## src/rtl/imem_loader_if.sv

```systemverilog
// Byte-stream input and instruction-memory write port of the boot loader.
// master = loader side, slave = stream source / memory side.
interface imem_loader_if;
   logic        byte_valid;
   logic [7:0]  byte_data;
   logic        byte_ready;
   logic [31:0] waddr;
   logic [31:0] data_in;
   logic        we;

   modport master (
      input  byte_valid, byte_data,
      output byte_ready, waddr, data_in, we
   );

   modport slave (
      output byte_valid, byte_data,
      input  byte_ready, waddr, data_in, we
   );
endinterface

```

## src/rtl/imem_loader.sv

```systemverilog
// Boot-time program loader: framed byte stream (length, big-endian words, XOR checksum)
// into instruction-memory writes. The core is held in clear until a load succeeds.
module imem_loader #(
   parameter logic [31:0] BASE_ADDR = 32'h0000_0000,
   parameter int unsigned MAX_WORDS = 256,
   parameter int unsigned TIMEOUT   = 1024
) (
   input  logic        clk,
   input  logic        rst,
   input  logic        start,
   imem_loader_if.master bus,
   output logic        cpu_hold,
   output logic        done,
   output logic        err,
   output logic [1:0]  err_code
);

   localparam int unsigned IW = $clog2(MAX_WORDS + 1);
   localparam int unsigned TW = $clog2(TIMEOUT + 1);

   typedef enum logic [2:0] {
      S_IDLE, S_LEN_HI, S_LEN_LO, S_DATA, S_WRITE, S_CSUM, S_DONE, S_ERR
   } state_t;

   state_t          state, next_state;
   logic [15:0]     len;
   logic [15:0]     len_full;
   logic [IW-1:0]   widx;
   logic [1:0]      bidx;
   logic [23:0]     word;
   logic [7:0]      csum;
   logic [TW-1:0]   tcnt;
   logic            acc;
   logic            expired;
   logic            enter_len;

   assign acc       = bus.byte_valid && bus.byte_ready;
   assign len_full  = {len[15:8], bus.byte_data};
   assign expired   = bus.byte_ready && !acc && (tcnt == TW'(TIMEOUT - 1));
   assign enter_len = (next_state == S_LEN_HI) && (state != S_LEN_HI);

   always_ff @(posedge clk) begin
      if (rst) state <= S_IDLE;
      else     state <= next_state;
   end

   always_comb begin
      next_state = state;
      case (state)
         S_IDLE, S_DONE, S_ERR: if (start) next_state = S_LEN_HI;
         S_LEN_HI: if (acc) next_state = S_LEN_LO;
         S_LEN_LO: begin
            if (acc) begin
               if (32'(len_full) > MAX_WORDS) next_state = S_ERR;
               else if (len_full == '0)       next_state = S_CSUM;
               else                           next_state = S_DATA;
            end
         end
         S_DATA:  if (acc && bidx == 2'd3) next_state = S_WRITE;
         S_WRITE: next_state = (32'(widx) + 32'd1 == 32'(len)) ? S_CSUM : S_DATA;
         S_CSUM:  if (acc) next_state = (bus.byte_data == csum) ? S_DONE : S_ERR;
         default: next_state = S_IDLE;
      endcase
      // a stalled stream aborts the frame; any partial word is dropped
      if (expired) next_state = S_ERR;
   end

   always_comb begin
      bus.byte_ready = state inside {S_LEN_HI, S_LEN_LO, S_DATA, S_CSUM};
      bus.we         = (state == S_WRITE);
      done           = (state == S_DONE);
      err            = (state == S_ERR);
      cpu_hold       = (state != S_DONE);
   end

   always_ff @(posedge clk) begin
      if (rst) begin
         len         <= '0;
         widx        <= '0;
         bidx        <= '0;
         word        <= '0;
         csum        <= '0;
         tcnt        <= '0;
         err_code    <= 2'b00;
         bus.waddr   <= BASE_ADDR;
         bus.data_in <= '0;
      end else begin
         if (acc || enter_len)   tcnt <= '0;
         else if (bus.byte_ready) tcnt <= tcnt + TW'(1);

         case (state)
            S_IDLE, S_DONE, S_ERR: begin
               if (state == S_IDLE || start) begin
                  widx     <= '0;
                  bidx     <= '0;
                  csum     <= '0;
                  err_code <= 2'b00;
               end
            end
            S_LEN_HI: if (acc) len[15:8] <= bus.byte_data;
            S_LEN_LO: begin
               if (acc) begin
                  len[7:0] <= bus.byte_data;
                  if (32'(len_full) > MAX_WORDS) err_code <= 2'b01;
               end
            end
            S_DATA: begin
               if (acc) begin
                  word <= {word[15:0], bus.byte_data};
                  csum <= csum ^ bus.byte_data;
                  bidx <= bidx + 2'd1;
                  if (bidx == 2'd3) begin
                     bus.data_in <= {word, bus.byte_data};
                     bus.waddr   <= BASE_ADDR + (32'(widx) << 2);
                  end
               end
            end
            S_WRITE: widx <= widx + IW'(1);
            S_CSUM:  if (acc && bus.byte_data != csum) err_code <= 2'b10;
            default: ;
         endcase

         if (expired) err_code <= 2'b11;
      end
   end

endmodule

```

## src/flat_wrapper.sv

```systemverilog
// flat-port wrapper written by rule: the top's interface ports become plain ports
module imem_loader_flat 
#(
   parameter logic [31:0] BASE_ADDR = 32'h0000_0000,
   parameter int unsigned MAX_WORDS = 256,
   parameter int unsigned TIMEOUT   = 1024
)
  (clk, rst, start, cpu_hold, done, err, err_code, bus_byte_valid, bus_byte_data, bus_byte_ready, bus_waddr, bus_data_in, bus_we);
  imem_loader_if bus_i ();
  input  logic clk;
  input  logic rst;
  input  logic start;
  output logic cpu_hold;
  output logic done;
  output logic err;
  output logic [1:0] err_code;
  input wire logic [$bits(bus_i.byte_valid)-1:0] bus_byte_valid;
  input wire logic [$bits(bus_i.byte_data)-1:0] bus_byte_data;
  output wire logic [$bits(bus_i.byte_ready)-1:0] bus_byte_ready;
  output wire logic [$bits(bus_i.waddr)-1:0] bus_waddr;
  output wire logic [$bits(bus_i.data_in)-1:0] bus_data_in;
  output wire logic [$bits(bus_i.we)-1:0] bus_we;
  assign bus_i.byte_valid = bus_byte_valid;
  assign bus_i.byte_data = bus_byte_data;
  assign bus_byte_ready = bus_i.byte_ready;
  assign bus_waddr = bus_i.waddr;
  assign bus_data_in = bus_i.data_in;
  assign bus_we = bus_i.we;
  imem_loader #(.BASE_ADDR(BASE_ADDR), .MAX_WORDS(MAX_WORDS), .TIMEOUT(TIMEOUT)) u_core (.clk(clk), .rst(rst), .start(start), .bus(bus_i), .cpu_hold(cpu_hold), .done(done), .err(err), .err_code(err_code));
endmodule
```

## config.mk

```make
export PLATFORM = sky130hd
export DESIGN_NAME = imem_loader_flat
export DESIGN_NICKNAME = d
export VERILOG_FILES = /design/src/rtl/imem_loader_if.sv /design/src/rtl/imem_loader.sv /design/src/flat_wrapper.sv
export SDC_FILE = /design/constraint.sdc
export NUM_CORES = 1
export LEC_CHECK = 0
export ABC_CLOCK_PERIOD_IN_PS = 2350
export BUFFER_PORTS_ARGS = -buffer_cell sky130_fd_sc_hd__buf_2
export CAP_MARGIN = 25
export CORE_ASPECT_RATIO = 0.6
export CORE_UTILIZATION = 49
export CTS_BUF_LIST = sky130_fd_sc_hd__clkbuf_16
export DETAILED_ROUTE_END_ITERATION = 16
export HOLD_SLACK_MARGIN = 0.08
export PLACE_DENSITY = 0.7
export SLEW_MARGIN = 20
export SYNTH_ARGS = -nofsm -noshare
export SYNTH_HDL_FRONTEND = slang
export SYNTH_SLANG_ARGS = --single-unit
```

## constraint.sdc

```tcl
create_clock -name clk -period 2.35 [get_ports clk]
set_clock_uncertainty 0.2 [all_clocks]
set_input_delay 0.235 -clock clk [delete_from_list [all_inputs] [get_ports clk]]
set_output_delay 0.235 -clock clk [all_outputs]
set_load 0.05 [all_outputs]
```

**After elaboration in Yosys (flattened, before gate mapping)**

Index checks and enable logic that the tools add are counted.

- Bitwise logic cells: 1
- Eq/ne operators: 21
- Order comparisons: 1
- Reduce and logical (&&, ||, !) cells: 24
- Mux-type cells: 24
- Add/sub/neg operators: 4

Operators by type and width:

| cell | count |
|---|---|
| equality test 32 x 16 -> 1 bit | 1 |
| two-way mux 3 bit | 9 |
| case mux 3 bit (6 select lines) | 1 |
| case mux 9 bit (2 select lines) | 1 |
| greater-than comparator 16 x 9 -> 1 bit (second input constant) | 1 |
| zero test 16 bit | 1 |
| two-way mux 8 bit | 2 |
| case mux 8 bit (2 select lines) | 1 |
| equality test 3 bit (second input constant) | 4 |
| two-way mux 2 bit | 6 |
| != test 3 x 1 -> 1 bit (second input constant) | 4 |
| adder 11 x 1 -> 11 bit (second input constant) | 1 |
| equality test 11 x 10 -> 1 bit (second input constant) | 1 |
| adder 9 x 1 -> 10 bit (second input constant) | 1 |
| adder 9 x 1 -> 9 bit (second input constant) | 1 |
| two-way mux 9 bit | 1 |
| equality test 8 bit | 1 |
| != test 8 bit | 1 |
| AND reduction 2 bit | 4 |
| nonzero test 4 bit | 2 |
| bitwise XOR 8 bit | 1 |
| equality test 3 x 1 -> 1 bit (second input constant) | 2 |
| equality test 3 x 2 -> 1 bit (second input constant) | 2 |
| logical AND 1 bit | 6 |
| 16 further kinds | 20 |

- Register bits after elaboration: 116
- Input port bits: 12

**Longest topological paths before layout**

Gate-level depths: netlist of the first run.

- Depth in word-level cells: 11
- Mapped depth: 8
- Mapped depth without buffers: 6

**Least setup slack after synthesis of the first run**

Ideal clock, no wire load.

- Path type: flip-flop to flip-flop
- Start point: register u_core.len[15]
- End point: register u_core.tcnt[0]
- Data arrival time: 1.823 ns
- Stages on the path, launching flop included: 7
- Setup slack: 0.196 ns
- Required time: 2.018 ns
- Period minus slack after synthesis: 2.154 ns
- Buffers on the path: 1
- Cell sequence: dfxtp_1 -> or4_1 -> nor4_2 -> a31oi_1 -> nor4_2 -> buf_6 -> nor3_2

- Word-level cells in the longest chain between the ends: 10
- Elaborated cells on any way between the ends: 13
- Those cells by class: order compare: 1; eq/ne: 2; mux: 6; reduce/logical: 4

Ends and longest elaborated chain:

| element | RTL line | source |
|---|---|---|
| from (decl) | imem_loader.sv:26 | `logic [15:0] len;` |
| from (signal assigned) | imem_loader.sv:100 | `S_LEN_HI: if (acc) len[15:8] <= bus.byte_data;` |
| parallel branches: the longest is 4 deep, another holds greater-than comparator 16 x 9 -> 1 bit | n/a |  |
| case mux 3 bit (6 select lines) (*) | imem_loader.sv:49 | `case (state)` |
| two-way mux 3 bit (*) | imem_loader.sv:65 | `if (expired) next_state = S_ERR;` |
| equality test 3 x 1 -> 1 bit (*) | imem_loader.sv:40 | `assign enter_len = (next_state == S_LEN_HI) && (state != S_LEN_HI);` |
| logical AND 1 bit (*) | imem_loader.sv:40 |  |
| logical OR 1 bit (*) | imem_loader.sv:88 | `if (acc \|\| enter_len) tcnt <= '0;` |
| OR reduction 2 bit (no source line) (*) | n/a |  |
| to (signal assigned) | imem_loader.sv:89 | `else if (bus.byte_ready) tcnt <= tcnt + TW'(1);` |
| to (decl) | imem_loader.sv:32 | `logic [TW-1:0] tcnt;` |

Every way passes the cells marked *.
A chain may end at the register's enable or synchronous reset.

**Worst setup path in the final report of the first run**

- Start point: input port bus_byte_data[2]
- End point: register u_core.tcnt[6]

- Word-level cells in the longest chain between the ends: 10
- Elaborated cells on any way between the ends: 14
- Those cells by class: order compare: 1; eq/ne: 2; mux: 7; reduce/logical: 4

Ends and longest elaborated chain:

| element | RTL line | source |
|---|---|---|
| from (decl) | flat_wrapper.sv:18 | `input wire logic [$bits(bus_i.byte_data)-1:0] bus_byte_data;` |
| parallel branches: the longest is 4 deep, another holds greater-than comparator 16 x 9 -> 1 bit | n/a |  |
| case mux 3 bit (6 select lines) (*) | imem_loader.sv:49 |  |
| two-way mux 3 bit (*) | imem_loader.sv:65 |  |
| equality test 3 x 1 -> 1 bit (*) | imem_loader.sv:40 |  |
| logical AND 1 bit (*) | imem_loader.sv:40 |  |
| logical OR 1 bit (*) | imem_loader.sv:88 |  |
| OR reduction 2 bit (no source line) (*) | n/a |  |

Marked as above.

==> run metrics, run 1 <==
status finished, final reports clean; fmax 0.432 GHz; Least-Margin Pin Slew 0.571 ns; Max IR drop VDD 557 uV; Worst path top cell family by delay simple AND/OR/NAND/NOR gates; main flop type after synthesis dfxtp_1; vias in the first global route 4,635; Yosys warning total 0; Final setup violation count 0; Max clock buf depth 2; row count 29; CTS root buf clkbuf_16; max incr delay on CP 0.55 ns; CP Max Fanout 11; busiest metal layer after global routing met1; CTS tree built; Synth-to-Final Area Change 23.1%; end of the worst register-to-register path u_core.tcnt[1]; initial antenna violation count 0; arrival time at the worst endpoint 2.45 ns; minimum hold slack 0.180 ns; number of max-cap violations 0; drt total wl 14,600 um; register bit total from synthesis 116; global routing met3 resource utilization 7.33%; ANT cells 0; DR iter-0 viols 346; global-route wire length before repair 23,500 um; number of nets in the layout 783; Post-Syn Instances 694; Non-Filler Instances 920; DR vias/cell 5.47; fin util 62.5%; routed vias 5,030; layout cells sized above 1 21.3%; CP Capture Point u_core.tcnt[6]; Total GRT Usage 26.9%; routed len/inst 15.9 um; Syn Area/Cell 7.78 um2; LEAKAGE 2.51 nW; post-detailed-route DRC marker count 0; DRT Pass-1 Iters 5; HP Start bus_byte_valid; initial core utilization 50.8%; Reg clk slew, reported paths 0.06 ns; ys async rst share 0%; die area 0.0115 mm2; met1 Use GR 39.2%; Die X 138 um; relative slew slack 61.8%; Post-CTS Setup Inserts 0; Final Hold Vio Count 0; critical path, cell by cell dlygate4sd3_1, buf_2, or4_4, or3_1, a31oi_2, nor4_2, buf_12, nor3_2; largest net degree at the start of global routing 49; io pins 83; Critical Path Slowest Stage Cell dlygate4sd3_1; Worst Setup End Kind register; Port Buffers 59; Core Area 0.0106 mm2; TritonCTS Buffers 17; worst hold path class in2reg; CTS H-Tree Depth 4; crit path kind in2reg; gr ovfl total 0; Die Y-Extent 83.3 um; crit path launch bus_byte_data[2]; Setup TNS Final 0 ns; count of different cell masters after synthesis 59; dominant cells by area after synthesis dfxtp_1, nand2_1, a21oi_1; Worst R2R Path Depth 7; Cells after DPL 878; clk_lat worst skew 0.42 ns; PwrDens 815 mW/mm2; FF-to-FF setup slack 0.09 ns; share of the synthesized area in the top cell type 43.0%; final worst-path cycle share 98.6%; dpl hpwl 9980 um; Worst EP required 2.49 ns; Pwr Total 5.42 mW; GP Congestion 0.885; Synth top cells by count nand2_1, dfxtp_1, a21oi_1; post-synthesis sequential area ratio 43.0%; RSZ-0062 raised after global routing true; number of synthesized flops with an enable pin 0; Slew Limit Fails 0; most numerous cell in the Yosys netlist nand2_1; Yosys top cell by area dfxtp_1; CTS Sinks 116; CP Buf/Inv Count 3; r2r startpoint u_core.len[15]; Crit path depth 8; GR met2 Demand/Resource 38.0%; post-route ant nets 0; Mapped Area 0.00540 mm2; Tmin final 2.32 ns; startpoint types input pin
==> logic make-up (layout without fill, tap and decap cells) <==
| logic type | count (synthesis) | in the layout | synth area share [%] |
|---|---|---|---|
| fa+ha+maj | 3 | 3 | 0.695 |
| compound gates | 158 | 158 | 16.5 |
| buf+inv | 84 | 149 | 8.24 |
| simple gates | 305 | 305 | 27.0 |
| xor+xnor | 26 | 26 | 4.21 |
| other cells | 1 | 23 | 0.0694 |
| mux | 1 | 1 | 0.208 |
| flops | 116 | 116 | 43.0 |
==> flip-flops by register name (all words and copies together) (netlist names) <==
signal / cells
u_core.err_code: 2
u_core.csum: 8
u_core.bus.data_in: 32
u_core.bus.waddr: 9
u_core.state: 3
u_core.widx: 9
u_core.word: 24
u_core.len: 16
u_core.tcnt: 11
u_core.bidx: 2
==> per-stage QoR <==
| stage | setup WS [ns] | cell area, um2 |
|---|---|---|
| finish | 0.0335 | 6650 |
| global route | -0.00180 | 6650 |
| CTS | 0.0258 | 6610 |
| detailed placement | 0.106 | 5850 |
| global placement | 0.107 | 5850 |
| floorplan | 0.196 | 5490 |
==> layout make-up <==
type / instances / area (um2)
clock buffer: 17 / 425
clock inverter: 15 / 229
fill: 935 / 3980
inverter: 11 / 41.3
multi-input combinational: 516 / 2750
sequential: 116 / 2330
tap: 139 / 174
timing repair buffer: 106 / 701
==> worst register-to-register path: cells and delay by family (launching register included) <==
family / cells / cell delay, ns
AOI/OAI and AO/OA: 1 / 0.08
DFF: 1 / 0.31
and+or+nand+nor: 4 / 1.18
buffers and inverters: 2 / 0.36
==> power breakdown <==
| group | leakage [nW] | switching [mW] | total (mW) | internal, mW |
|---|---|---|---|---|
| Sequential | 0.938 | 0.0355 | 2.03 | 1.99 |
| Clock | 0.312 | 0.999 | 2.89 | 1.89 |
| Combinational | 1.26 | 0.335 | 0.501 | 0.167 |
==> how the worst min path moves through the flow <==
stage	slack [ns]	to	cells past startpoint
after floorplan	0.17	u_core.len[11]	2
after global routing	0.19	u_core.state[0]	4
final	0.18	u_core.state[0]	4
after detailed placement	0.24	u_core.bus.data_in[19]	2
after CTS	0.16	u_core.state[0]	4
after global placement	0.24	u_core.len[15]	2
==> timing repair <==
item / 4_1_cts / 5_1_grt
hold buffers: 10 / 0
setup endpoints to repair: 1 / 16
pin swaps: 0 / 1
gates resized for setup: 3 / 11
hold endpoints to repair: 31 / 0
==> layout by cell type (no fill, tap or decap), types with 10 or more instances in the layout <==
cell           count
dfxtp_1          110
xnor2_1           20
a21oi_1          105
o21ai_0           18
clkbuf_16         17
nor3_2            10
nand2_1          178
buf_4             36
nor2_1            33
conb_1            23
buf_2             58
dlygate4sd3_1     10
==> layer usage <==
layer / vias to the layer above / part of all wire, %
li1: 2470 / -
met1: 2336 / 49
met2: 204 / 42
met3: 20 / 7.4
met4: 0 / 1.2
met5: - / 0
Power figures use the tool's default switching activity.
==> run 2, diff against run 1 <==
--- a/config.mk
+++ b/config.mk
@@ -5,7 +5,7 @@
 export SDC_FILE = /design/constraint.sdc
 export NUM_CORES = 1
 export LEC_CHECK = 0
-export ABC_CLOCK_PERIOD_IN_PS = 2350
+export ABC_CLOCK_PERIOD_IN_PS = 2100
 export BUFFER_PORTS_ARGS = -buffer_cell sky130_fd_sc_hd__buf_2
 export CAP_MARGIN = 25
 export CORE_ASPECT_RATIO = 0.6
@@ -13,7 +13,7 @@
 export CTS_BUF_LIST = sky130_fd_sc_hd__clkbuf_16
 export DETAILED_ROUTE_END_ITERATION = 16
 export HOLD_SLACK_MARGIN = 0.08
-export PLACE_DENSITY = 0.7
+export PLACE_DENSITY = 0.73
 export SLEW_MARGIN = 20
 export SYNTH_ARGS = -nofsm -noshare
 export SYNTH_HDL_FRONTEND = slang
==> constraint.sdc (replaced) <==
create_clock -name clk -period 2.1 [get_ports clk]
set_clock_uncertainty 0.2 [all_clocks]
set_input_delay 0.105 -clock clk [delete_from_list [all_inputs] [get_ports clk]]
set_output_delay 0.105 -clock clk [all_outputs]
set_load 0.05 [all_outputs]
==> run metrics, run 2 (synthesis gave the netlist of run 1 again) <==
status finished with violations; failing checks setup timing; WL met3 1290 um; Worst R2R Path Depth 6; CTS root buf clkbuf_16; Core Area 0.0106 mm2; post-detailed-route DRC marker count 0; Least-Margin Pin Slew 0.602 ns; commonest non-fill, non-tap cell in the layout nand2_1; Hold Crit Depth 4; r2r startpoint u_core.len[15]; final worst-path cycle share 107%; CTS H-Tree Depth 4; max reg flops 32; row count 29; GP Congestion 0.942; DR iter-0 viols 585; Min-Delay Endpoint u_core.err_code[0]; CTS tree built; RSZ-0062 raised after global routing true; layout cells sized above 1 24.8%; Synth-to-Final Area Change 26.4%; Slew Limit Fails 0; Max clock buf depth 2; Die X 138 um; Worst Setup End Kind register; number of nets in the layout 805; global-route wire length before repair 24,200 um; die area 0.0115 mm2; initial antenna violation count 0; initial core utilization 50.8%; Total GRT Usage 27.5%; DRT Pass-1 Iters 5; area post-placement 0.00599 mm2; clk_lat worst skew 0.41 ns; routed vias 5,285; HP Start bus_byte_valid; gr ovfl total 0; CP Max Fanout 6; arrival time at the worst endpoint 2.33 ns; max layer used met4; worst hold path class in2reg; drt total wl 15,000 um; LEAKAGE 2.60 nW; io pins 83; TritonCTS Buffers 17; Port Buffers 59; Die Y-Extent 83.3 um; Final Cell Area 0.00683 mm2; most frequent cells in the layout nand2_1, dfxtp_1, a21oi_1; crit path kind reg2reg; post-route ant nets 0; number of max-cap violations 0; largest registers u_core.bus.data_in: 32 flops, u_core.word: 24 flops, u_core.len: 16 flops; Most flops, register u_core.bus.data_in; relative slew slack 59.8%; Final Hold Vio Count 0; largest net degree at the start of global routing 45; wire length on met1 7100 um; minimum hold slack 0.181 ns; fmax 0.445 GHz; FF-to-FF setup slack -0.15 ns; CTS Sinks 116; Reg clk slew, reported paths 0.06 ns; PwrDens 875 mW/mm2; Tmin final 2.25 ns; startpoint types register; fin util 64.2%; end of the worst register-to-register path u_core.tcnt[1]; Worst EP required 2.18 ns; dpl hpwl 10,200 um; Met2 Routed Length 6450 um; final worst slack -0.147 ns; Max IR drop VDD 701 uV; Final setup violation count 12; DR vias/cell 5.61; Setup TNS Final -1.51 ns; ANT cells 0; routed len/inst 16.0 um; vias in the first global route 4,781
==> run 2: metrics by stage <==
stage               power [mW]  std cells  worst slack, ns
finish                    5.97        942           -0.147
global route              6.16        942           -0.194
CTS                       5.94        939          -0.0905
detailed placement        2.85        897           -0.121
global placement          2.83        897          -0.0664
floorplan                 2.72        716          0.00604
==> run 2: final cells by class <==
class                      count  area, um2
fill                         866       3800
multi-input combinational    516       2790
sequential                   116       2330
timing repair buffer         128        861
clock buffer                  17        425
clock inverter                15        203
tap                          139        174
inverter                      11       43.8
==> run 2: worst max path at each step <==
stage              startpoint              end  slack (ns)  cells past startpoint
3_5_place_dp   u_core.len[15]  u_core.tcnt[10]       -0.12                      6
6_report       u_core.len[15]   u_core.tcnt[1]       -0.15                      6
4_1_cts        u_core.len[15]   u_core.tcnt[1]       -0.09                      6
2_1_floorplan  u_core.len[15]   u_core.tcnt[0]       0.006                      6
5_1_grt        u_core.len[15]   u_core.tcnt[1]       -0.19                      6
3_3_place_gp   u_core.len[15]   u_core.tcnt[1]       -0.07                      6
==> run 2: metal layers <==
layer | GRT usage [%] | vias to the layer above
met1 | 41.2 | 2512
met4 | 8.89 | 0
met2 | 38.5 | 237
met5 | 0 | -
met3 | 5.86 | 23
li1 | - | 2513
==> run 2: repair_timing <==
item	4_1_cts	5_1_grt
gates cloned	1	0
hold endpoints to repair	80	0
endpoints found under the setup margin	20	40
buffers inserted	0	3
pin swaps	0	7
hold buffers	9	0
resized for setup	11	20
==> run 2: report_power, final <==
part | internal (mW) | total [mW] | switching (mW)
Clock | 1.99 | 3.07 | 1.08
Sequential | 2.23 | 2.26 | 0.0338
Combinational | 0.227 | 0.635 | 0.409
Total | 4.45 | 5.97 | 1.53
==> run 2: worst max-delay path: stages (launching register included) <==
cell and delay [ns]:
dfxtp_2 0.32, or4_4 0.55, nor4_4 0.28, a211oi_2 0.13, nor4_2 0.35, buf_4 0.23
nor3_2 0.05
